[src/rtl/spi_burst_master_if.sv]
`default_nettype none
// ============================================================================
//  Module   : spi_burst_master_if
//  Purpose  : Command, TX/RX word streams, Avalon-MM master bus and bridge irq
//             bundled for spi_burst_master.
//  Revision : 1.0 - initial release
// ============================================================================
interface spi_burst_master_if;
   // Burst command and status
   logic        start;
   logic [7:0]  len;
   logic        busy;
   logic        done;
   logic        error;
   // TX word stream (into the master)
   logic [31:0] tx_data;
   logic        tx_valid;
   logic        tx_ready;
   // RX word stream (out of the master)
   logic [31:0] rx_data;
   logic        rx_valid;
   logic        rx_ready;
   // Avalon-MM master bus towards the SPI bridge
   logic [7:0]  av_address;
   logic        av_chip_select;
   logic        av_write;
   logic        av_read;
   logic [31:0] av_write_data;
   logic [31:0] av_read_data;
   logic        av_wait_request;
   // Bridge RX-data-available level
   logic        irq;

   modport master (
      input  start, len, tx_data, tx_valid, rx_ready,
             av_read_data, av_wait_request, irq,
      output busy, done, error, tx_ready, rx_data, rx_valid,
             av_address, av_chip_select, av_write, av_read, av_write_data
   );

   modport slave (
      output start, len, tx_data, tx_valid, rx_ready,
             av_read_data, av_wait_request, irq,
      input  busy, done, error, tx_ready, rx_data, rx_valid,
             av_address, av_chip_select, av_write, av_read, av_write_data
   );
endinterface
`default_nettype wire

[src/rtl/spi_burst_master.sv]
`default_nettype none
// ============================================================================
//  Module   : spi_burst_master
//  Purpose  : Avalon-MM master feeding the SPI Avalon bridge. Writes a burst
//             of TX words, reads back the same number of RX words when the
//             bridge raises irq, and limits words in flight to MAX_OUT.
//  Revision : 1.0 - initial release
// ============================================================================
module spi_burst_master #(
   parameter logic [7:0]  TX_ADDR = 8'h00,
   parameter logic [7:0]  RX_ADDR = 8'h04,
   parameter int unsigned MAX_OUT = 4,
   parameter int unsigned TIMEOUT = 1024
) (
   input wire                 clk_120MHz,
   input wire                 reset_n,
   spi_burst_master_if.master bus
);

   // Stall counter only needs to reach TIMEOUT-1
   localparam int unsigned       c_TMO_W    = (TIMEOUT > 1) ? $clog2(TIMEOUT) : 1;
   localparam logic [c_TMO_W-1:0] c_TMO_LAST = c_TMO_W'(TIMEOUT - 1);
   localparam logic [7:0]        c_MAX_OUT  = 8'(MAX_OUT);

   localparam logic [2:0] c_ST_IDLE  = 3'd0;
   localparam logic [2:0] c_ST_ARB   = 3'd1;
   localparam logic [2:0] c_ST_WRITE = 3'd2;
   localparam logic [2:0] c_ST_READ  = 3'd3;
   localparam logic [2:0] c_ST_FIN   = 3'd4;

   logic [2:0]         r_state;
   logic [2:0]         w_state_nxt;
   logic [7:0]         r_len;
   logic [7:0]         r_wr_cnt;
   logic [7:0]         r_rd_cnt;
   logic [c_TMO_W-1:0] r_tmo;
   logic               r_tmo_err;
   logic               r_cs;
   logic               r_wr;
   logic               r_rd;
   logic [7:0]         r_addr;
   logic [31:0]        r_wdata;
   logic [31:0]        r_rx_data;
   logic               r_rx_valid;

   logic [7:0]         w_outstanding;
   logic               w_arb_fin;
   logic               w_go_rd;
   logic               w_go_wr;
   logic               w_on_bus;
   logic               w_tmo_hit;
   logic               w_busy;
   logic               w_done;
   logic               w_error;
   logic               w_tx_ready;

   // Arbitration terms: finish first, then drain reads, then throttled writes
   assign w_outstanding = r_wr_cnt - r_rd_cnt;
   assign w_arb_fin     = (r_rd_cnt == r_len);
   assign w_go_rd       = !w_arb_fin && bus.irq && (r_rd_cnt < r_wr_cnt) && !r_rx_valid;
   assign w_go_wr       = !w_arb_fin && !w_go_rd && (r_wr_cnt < r_len) && bus.tx_valid
                          && (w_outstanding < c_MAX_OUT);
   assign w_on_bus      = (r_state == c_ST_WRITE) || (r_state == c_ST_READ);
   assign w_tmo_hit     = w_on_bus && bus.av_wait_request && (r_tmo == c_TMO_LAST);

   // State register
   always_ff @(posedge clk_120MHz or negedge reset_n) begin
      if (!reset_n) begin
         r_state <= c_ST_IDLE;
      end else begin
         r_state <= w_state_nxt;
      end
   end

   // Next-state decision
   always_comb begin
      w_state_nxt = r_state;
      case (r_state)
         c_ST_IDLE: begin
            if (bus.start) begin
               w_state_nxt = (bus.len == 8'd0) ? c_ST_FIN : c_ST_ARB;
            end
         end
         c_ST_ARB: begin
            if (w_arb_fin) begin
               w_state_nxt = c_ST_FIN;
            end else if (w_go_rd) begin
               w_state_nxt = c_ST_READ;
            end else if (w_go_wr) begin
               w_state_nxt = c_ST_WRITE;
            end
         end
         c_ST_WRITE, c_ST_READ: begin
            if (!bus.av_wait_request) begin
               w_state_nxt = c_ST_ARB;
            end else if (w_tmo_hit) begin
               w_state_nxt = c_ST_FIN;
            end
         end
         c_ST_FIN:  w_state_nxt = c_ST_IDLE;
         default:   w_state_nxt = c_ST_IDLE;
      endcase
   end

   // State-decoded outputs; tx_ready only in the ARB cycle that picks a write
   always_comb begin
      w_busy     = (r_state != c_ST_IDLE);
      w_done     = (r_state == c_ST_FIN);
      w_error    = (r_state == c_ST_FIN) && r_tmo_err;
      w_tx_ready = (r_state == c_ST_ARB) && w_go_wr;
   end

   // Counters, registered bus outputs and RX holding register
   always_ff @(posedge clk_120MHz or negedge reset_n) begin
      if (!reset_n) begin
         r_len      <= '0;
         r_wr_cnt   <= '0;
         r_rd_cnt   <= '0;
         r_tmo      <= '0;
         r_tmo_err  <= 1'b0;
         r_cs       <= 1'b0;
         r_wr       <= 1'b0;
         r_rd       <= 1'b0;
         r_addr     <= '0;
         r_wdata    <= '0;
         r_rx_data  <= '0;
         r_rx_valid <= 1'b0;
      end else begin
         r_tmo_err <= w_tmo_hit;
         if (r_rx_valid && bus.rx_ready) begin
            r_rx_valid <= 1'b0;
         end
         case (r_state)
            c_ST_IDLE: begin
               if (bus.start && (bus.len != 8'd0)) begin
                  r_len    <= bus.len;
                  r_wr_cnt <= '0;
                  r_rd_cnt <= '0;
                  r_tmo    <= '0;
               end
            end
            c_ST_ARB: begin
               if (w_go_rd) begin
                  r_cs   <= 1'b1;
                  r_rd   <= 1'b1;
                  r_addr <= RX_ADDR;
                  r_tmo  <= '0;
               end else if (w_go_wr) begin
                  r_cs    <= 1'b1;
                  r_wr    <= 1'b1;
                  r_addr  <= TX_ADDR;
                  r_wdata <= bus.tx_data;
                  r_tmo   <= '0;
               end
            end
            c_ST_WRITE, c_ST_READ: begin
               if (!bus.av_wait_request) begin
                  r_cs <= 1'b0;
                  r_wr <= 1'b0;
                  r_rd <= 1'b0;
                  if (r_state == c_ST_WRITE) begin
                     r_wr_cnt <= r_wr_cnt + 8'd1;
                  end else begin
                     r_rx_data  <= bus.av_read_data;
                     r_rx_valid <= 1'b1;
                     r_rd_cnt   <= r_rd_cnt + 8'd1;
                  end
               end else if (w_tmo_hit) begin
                  // Abandon the access; words left in the bridge are dropped
                  r_cs <= 1'b0;
                  r_wr <= 1'b0;
                  r_rd <= 1'b0;
               end else begin
                  r_tmo <= r_tmo + 1'b1;
               end
            end
            default: ;
         endcase
      end
   end

   assign bus.busy           = w_busy;
   assign bus.done           = w_done;
   assign bus.error          = w_error;
   assign bus.tx_ready       = w_tx_ready;
   assign bus.rx_data        = r_rx_data;
   assign bus.rx_valid       = r_rx_valid;
   assign bus.av_address     = r_addr;
   assign bus.av_chip_select = r_cs;
   assign bus.av_write       = r_wr;
   assign bus.av_read        = r_rd;
   assign bus.av_write_data  = r_wdata;

endmodule
`default_nettype wire

[src/flat_wrapper.sv]
// flat-port wrapper written by rule: the top's interface ports become plain ports
module spi_burst_master_flat 
#(
   parameter logic [7:0]  TX_ADDR = 8'h00,
   parameter logic [7:0]  RX_ADDR = 8'h04,
   parameter int unsigned MAX_OUT = 4,
   parameter int unsigned TIMEOUT = 1024
)
  (clk_120MHz, reset_n, bus_start, bus_len, bus_tx_data, bus_tx_valid, bus_rx_ready, bus_av_read_data, bus_av_wait_request, bus_irq, bus_busy, bus_done, bus_error, bus_tx_ready, bus_rx_data, bus_rx_valid, bus_av_address, bus_av_chip_select, bus_av_write, bus_av_read, bus_av_write_data);
  spi_burst_master_if bus_i ();
  input wire clk_120MHz;
  input wire reset_n;
  input wire logic [$bits(bus_i.start)-1:0] bus_start;
  input wire logic [$bits(bus_i.len)-1:0] bus_len;
  input wire logic [$bits(bus_i.tx_data)-1:0] bus_tx_data;
  input wire logic [$bits(bus_i.tx_valid)-1:0] bus_tx_valid;
  input wire logic [$bits(bus_i.rx_ready)-1:0] bus_rx_ready;
  input wire logic [$bits(bus_i.av_read_data)-1:0] bus_av_read_data;
  input wire logic [$bits(bus_i.av_wait_request)-1:0] bus_av_wait_request;
  input wire logic [$bits(bus_i.irq)-1:0] bus_irq;
  output wire logic [$bits(bus_i.busy)-1:0] bus_busy;
  output wire logic [$bits(bus_i.done)-1:0] bus_done;
  output wire logic [$bits(bus_i.error)-1:0] bus_error;
  output wire logic [$bits(bus_i.tx_ready)-1:0] bus_tx_ready;
  output wire logic [$bits(bus_i.rx_data)-1:0] bus_rx_data;
  output wire logic [$bits(bus_i.rx_valid)-1:0] bus_rx_valid;
  output wire logic [$bits(bus_i.av_address)-1:0] bus_av_address;
  output wire logic [$bits(bus_i.av_chip_select)-1:0] bus_av_chip_select;
  output wire logic [$bits(bus_i.av_write)-1:0] bus_av_write;
  output wire logic [$bits(bus_i.av_read)-1:0] bus_av_read;
  output wire logic [$bits(bus_i.av_write_data)-1:0] bus_av_write_data;
  assign bus_i.start = bus_start;
  assign bus_i.len = bus_len;
  assign bus_i.tx_data = bus_tx_data;
  assign bus_i.tx_valid = bus_tx_valid;
  assign bus_i.rx_ready = bus_rx_ready;
  assign bus_i.av_read_data = bus_av_read_data;
  assign bus_i.av_wait_request = bus_av_wait_request;
  assign bus_i.irq = bus_irq;
  assign bus_busy = bus_i.busy;
  assign bus_done = bus_i.done;
  assign bus_error = bus_i.error;
  assign bus_tx_ready = bus_i.tx_ready;
  assign bus_rx_data = bus_i.rx_data;
  assign bus_rx_valid = bus_i.rx_valid;
  assign bus_av_address = bus_i.av_address;
  assign bus_av_chip_select = bus_i.av_chip_select;
  assign bus_av_write = bus_i.av_write;
  assign bus_av_read = bus_i.av_read;
  assign bus_av_write_data = bus_i.av_write_data;
  spi_burst_master #(.TX_ADDR(TX_ADDR), .RX_ADDR(RX_ADDR), .MAX_OUT(MAX_OUT), .TIMEOUT(TIMEOUT)) u_core (.clk_120MHz(clk_120MHz), .reset_n(reset_n), .bus(bus_i));
endmodule
[config.mk]
export PLATFORM = sky130hd
export DESIGN_NAME = spi_burst_master_flat
export DESIGN_NICKNAME = d
export VERILOG_FILES = /design/src/rtl/spi_burst_master_if.sv /design/src/rtl/spi_burst_master.sv /design/src/flat_wrapper.sv
export SDC_FILE = /design/constraint.sdc
export NUM_CORES = 1
export LEC_CHECK = 0
export ABC_CLOCK_PERIOD_IN_PS = 4800
export CORE_MARGIN = 8
export CORE_UTILIZATION = 51
export CTS_CLUSTER_DIAMETER = 80
export DETAILED_ROUTE_END_ITERATION = 7
export PLACE_DENSITY = 0.86
export SLEW_MARGIN = 0
export SYNTH_ARGS = -nofsm -noshare
export SYNTH_HDL_FRONTEND = slang
export SYNTH_SLANG_ARGS = --single-unit
[constraint.sdc]
create_clock -name clk_120MHz -period 4.8 [get_ports clk_120MHz]
set_input_delay 0.96 -clock clk_120MHz [delete_from_list [all_inputs] [get_ports clk_120MHz]]
set_output_delay 0.96 -clock clk_120MHz [all_outputs]
set_load 0.1 [all_outputs]
; Word level (Yosys, flattened, before mapping)
; Cells that the tools add are included.
[op_classes]
n_bitwise = 3
mux = 36
n_eq_ne = 19
n_addsub = 4
magnitude_cmp = 3
reduce_logical = 37
[ops]
columns = op, n
row1 = $mux 8, 7
row2 = $mux 10, 5
row3 = $pmux 8 s2, 2
row4 = $pmux 10 s3, 1
row5 = $mux 3, 7
row6 = $add 8x1->8 const B, 2
row7 = $lt 8x8->1, 2
row8 = $reduce_and 3->1, 5
row9 = $logic_and 1x1->1, 13
row10 = $ne 2x2->1 const B, 6
row11 = $reduce_and 4->1, 3
row12 = $add 10x1->10 const B, 1
row13 = $eq 10x10->1 const B, 1
row14 = $mux 1, 10
row15 = $pmux 3 s3, 1
row16 = $eq 8x8->1, 1
row17 = $logic_not 8->1, 1
row18 = $lt 8x3->1 const B, 1
row19 = $ne 2x1->1 const B, 4
row20 = $reduce_bool 8->1, 1
row21 = $sub 8x8->8, 1
row22 = $eq 3x2->1 const B, 2
row23 = $pmux 1 s2, 3
row24 = $reduce_bool 2->1, 3
row25 = other kinds (13), 19
[totals]
register_bits = 114
wordCells = 115

; Logic depth before layout (Yosys ltp)
[depth]
word_depth = 14
ltp_mapped = 10
depth_no_buf = 9

; Least setup slack after synthesis
; Ideal clock, no wire load.
[synth_timing]
kind = flip-flop to output port
start = register u_core.r_rd_cnt[1]
end = output port bus_tx_ready
path_buffers = 1
setup_slack_ns = 1.401
t_arrival_ns = 2.439
stages_incl_launch_ff = 10
required_time_ns = 3.840
path_cell_list = dfrtp_1 > inv_1 > ha_1 > nor2b_4 > o211a_1 > or4_4 > a211oi_2 > nand3_2 > nor2_8 > buf_12
[synth_between]
elab_chain_cells = 11
word_cells_on_any_way = 14
cone_classes = add/sub (1) / order compare (2) / eq/ne (1) / reduce/logical (10)
[synth_rtl]
columns = element, line_no
row1 = from (decl), spi_burst_master.sv:35  ; logic [7:0] r_rd_cnt;
row2 = from (signal assigned), spi_burst_master.sv:166  ; r_rd_cnt <= r_rd_cnt + 8'd1;
row3 = "parallel branches: the longest is 9 deep, another holds $sub 8x8->8", --
row4 = $logic_and 1x1->1 *, spi_burst_master.sv:62  ; && (w_outstanding < c_MAX_OUT);
row5 = $logic_and 1x1->1 *, spi_burst_master.sv:110  ; w_tx_ready = (r_state == c_ST_ARB) && w_go_wr;
row6 = to (decl), flat_wrapper.sv:24  ; output wire logic [$bits(bus_i.tx_ready)-1:0] bus_tx_ready;
; Mark *: on every way between the ends.

; Worst setup path in the final report
; Same ends and word-level chain as after synthesis.

==> out/results.txt <==
status = finished clean
Cell variety after synth = 53
DR WL/cell = 19.7 um
die height = 118 um
drt first pass iters = 6
Period minus WS final = 3.93 ns
CTS Buf Count = 9
Die X = 118 um
WL final = 14.8 mm
Routed Antenna Nets = 0
Final setup viols = 0
synthesized instance count = 460
initial antenna violation count = 0
CTS clk-pin slew, worst paths = 0.10 ns
clock latency on the worst-skew pair = 0.37 ns
CTS tree = done
Die Area = 0.0140 mm^2
relative slew slack = 0.311
GPL Wtd Cong = 0.904
vias per cell = 5.47
Fmax achieved = 254 MHz
hold buffers post-CTS = 0
Critical Path Start Type = flop
CP Class = reg2out
# IOs = 159
cell chosen for the clock root = clkbuf_8
Clock Path Buffers = 2
Worst-Margin Slew = 1.03 ns
CTS sink count = 107
first-pass GRT wire length = 24.0 mm
skew final = 0.00979 ns
top_reg_cell synth = dfrtp_1
grt total ovfl = 0
Hold Crit Class = reg2reg
crit path DAT = 2.97 ns
Hold Vio Cnt, Final = 0
# fillers = 730
pins over their slew limit = 0
layout cells sized above 1 = 0.167
post-CTS resize count = 0
largest net degree at the start of global routing = 82
most common cell after layout, fill and taps aside = clkdlybuf4s50_1
total track usage = 0.215
DRC errors left = 0
Async SR Flop Fraction = 1.00
post-synthesis cell area = 0.00536 mm^2
FF+latch count, synth = 107
Initial DRC Count = 397
number of port buffers = 151
FF-to-FF setup slack = 1.35 ns
Nets = 709
Ant. Diodes = 0
Mean Syn Cell Area = 11.6 um^2
Synthesis Warnings = 0
routed vias = 4117
total of max-cap violations = 0
Critical Path RT = 3.84 ns
Post-synth EDFFs = 0
CP max FO = 5
starting density of the core = 0.521
CP Capture Type = primary output
H-tree depth = 3
commonest cells after routing, fill and taps aside = clkdlybuf4s50_1 (149), dfrtp_1 (107), mux2_2 (38)
Syn-to-layout area delta = 33.3%
RSZ-0062 raised after global routing = no
Post-CTS Setup Bufs = 0
vias in the first global route = 4446
row count = 37
sum of negative setup slack = 0 ns
Core ar. = 0.0103 mm^2
fin crit share = 0.819
sequential-to-total area share from yosys stat = 0.500
dpl hpwl = 11.4 mm
==> layout make-up <==
type | count | area (um^2) | area share
Timing Repair Buffer | 157 | 1560 | 0.219
Tap cell | 136 | 170 | 0.0238
Clock inverter | 6 | 47.5 | 0.00666
Sequential cell | 107 | 2680 | 0.375
Clock buffer | 10 | 138 | 0.0193
Inverter | 26 | 97.6 | 0.0137
Multi-Input combinational cell | 311 | 2450 | 0.343
==> cells by family after synthesis <==
group,synth area share
AND/OR/NAND/NOR,0.111
flip-flops,0.500
AO/OA/AOI/OAI,0.101
multiplexers,0.162
buffers and inverters,0.0486
XOR/XNOR,0.0343
adder cells (fa/ha/maj),0.0420
other,0.000700
==> path summary, 6_finish.rpt <==
| path | end | depth (start not counted) | startpoint |
|---|---|---|---|
| min reg2reg | u_core.bus.av_write | 1 | u_core.bus.av_write |
| max reg2reg | u_core.bus.av_write_data[7] | 10 | u_core.r_rd_cnt[1] |
| max in group asynchronous | u_core.bus.rx_data[29] | 2 | reset_n |
| max | bus_tx_ready | 9 | u_core.r_rd_cnt[1] |
| min | u_core.bus.av_write | 1 | u_core.bus.av_write |
| min in group asynchronous | u_core.bus.av_write_data[31] | 1 | reset_n |
==> through the flow <==
stage,hold slack [ns],setup WS [ns],area (um^2),utilization,instances
floorplan,0.453,1.40,5380,-,466
global placement,0.470,1.24,6960,0.677,737
detailed placement,0.479,1.25,6960,0.677,737
CTS,0.502,0.872,7140,0.695,753
global route,0.514,0.746,7140,0.695,753
finish,0.497,0.869,7140,0.695,753
==> state kept, by name (all words and copies together) (netlist names) <==
signal	cells
u_core.bus.av_address	1
u_core.bus.av_chip_select	1
u_core.bus.av_read	1
u_core.bus.av_write	1
u_core.bus.av_write_data	32
u_core.bus.rx_data	32
u_core.bus.rx_valid	1
u_core.r_len	8
u_core.r_rd_cnt	8
u_core.r_state	3
u_core.r_tmo	10
u_core.r_tmo_err	1
u_core.r_wr_cnt	8
==> worst max-delay path, cell delays in order (launching register included) <==
cell and delay (ns):
dfrtp_1 0.48, inv_1 0.09, ha_1 0.32, nor2b_4 0.15
o31a_2 0.29, or3_1 0.36, a221oi_2 0.33, nand3_2 0.21
nor2_8 0.17, buf_12 0.18
==> cells in the mapped netlist (5+ instances only) <==
cell	n	area, um^2
dfrtp_1	107	2680
mux2_2	38	428
nor2_1	30	113
mux2_4	28	420
inv_1	25	93.8
nand2_1	25	93.8
o21ai_0	25	125
a21oi_1	20	100
ha_1	18	225
xnor2_1	16	140
nand3_1	15	75.1
and3_1	9	56.3
buf_4	7	52.6
clkbuf_1	7	26.3
nor3_1	7	35.0
o21a_1	7	52.6
nand4_1	6	37.5
or3_1	6	37.5
a21o_1	5	37.5
xor2_1	5	43.8
==> routing by layer <==
metal  GRT usage  up-vias  share of wire
li1            -     1904              -
met1       0.235     2029           0.39
met2       0.391      152           0.53
met3      0.0590       32          0.061
met4      0.0830        0          0.026
met5           0        -              0
Power is left out: the tool's default activity adds up to more than one toggle a clock period on the data nets, which glitch-free logic cannot reach.
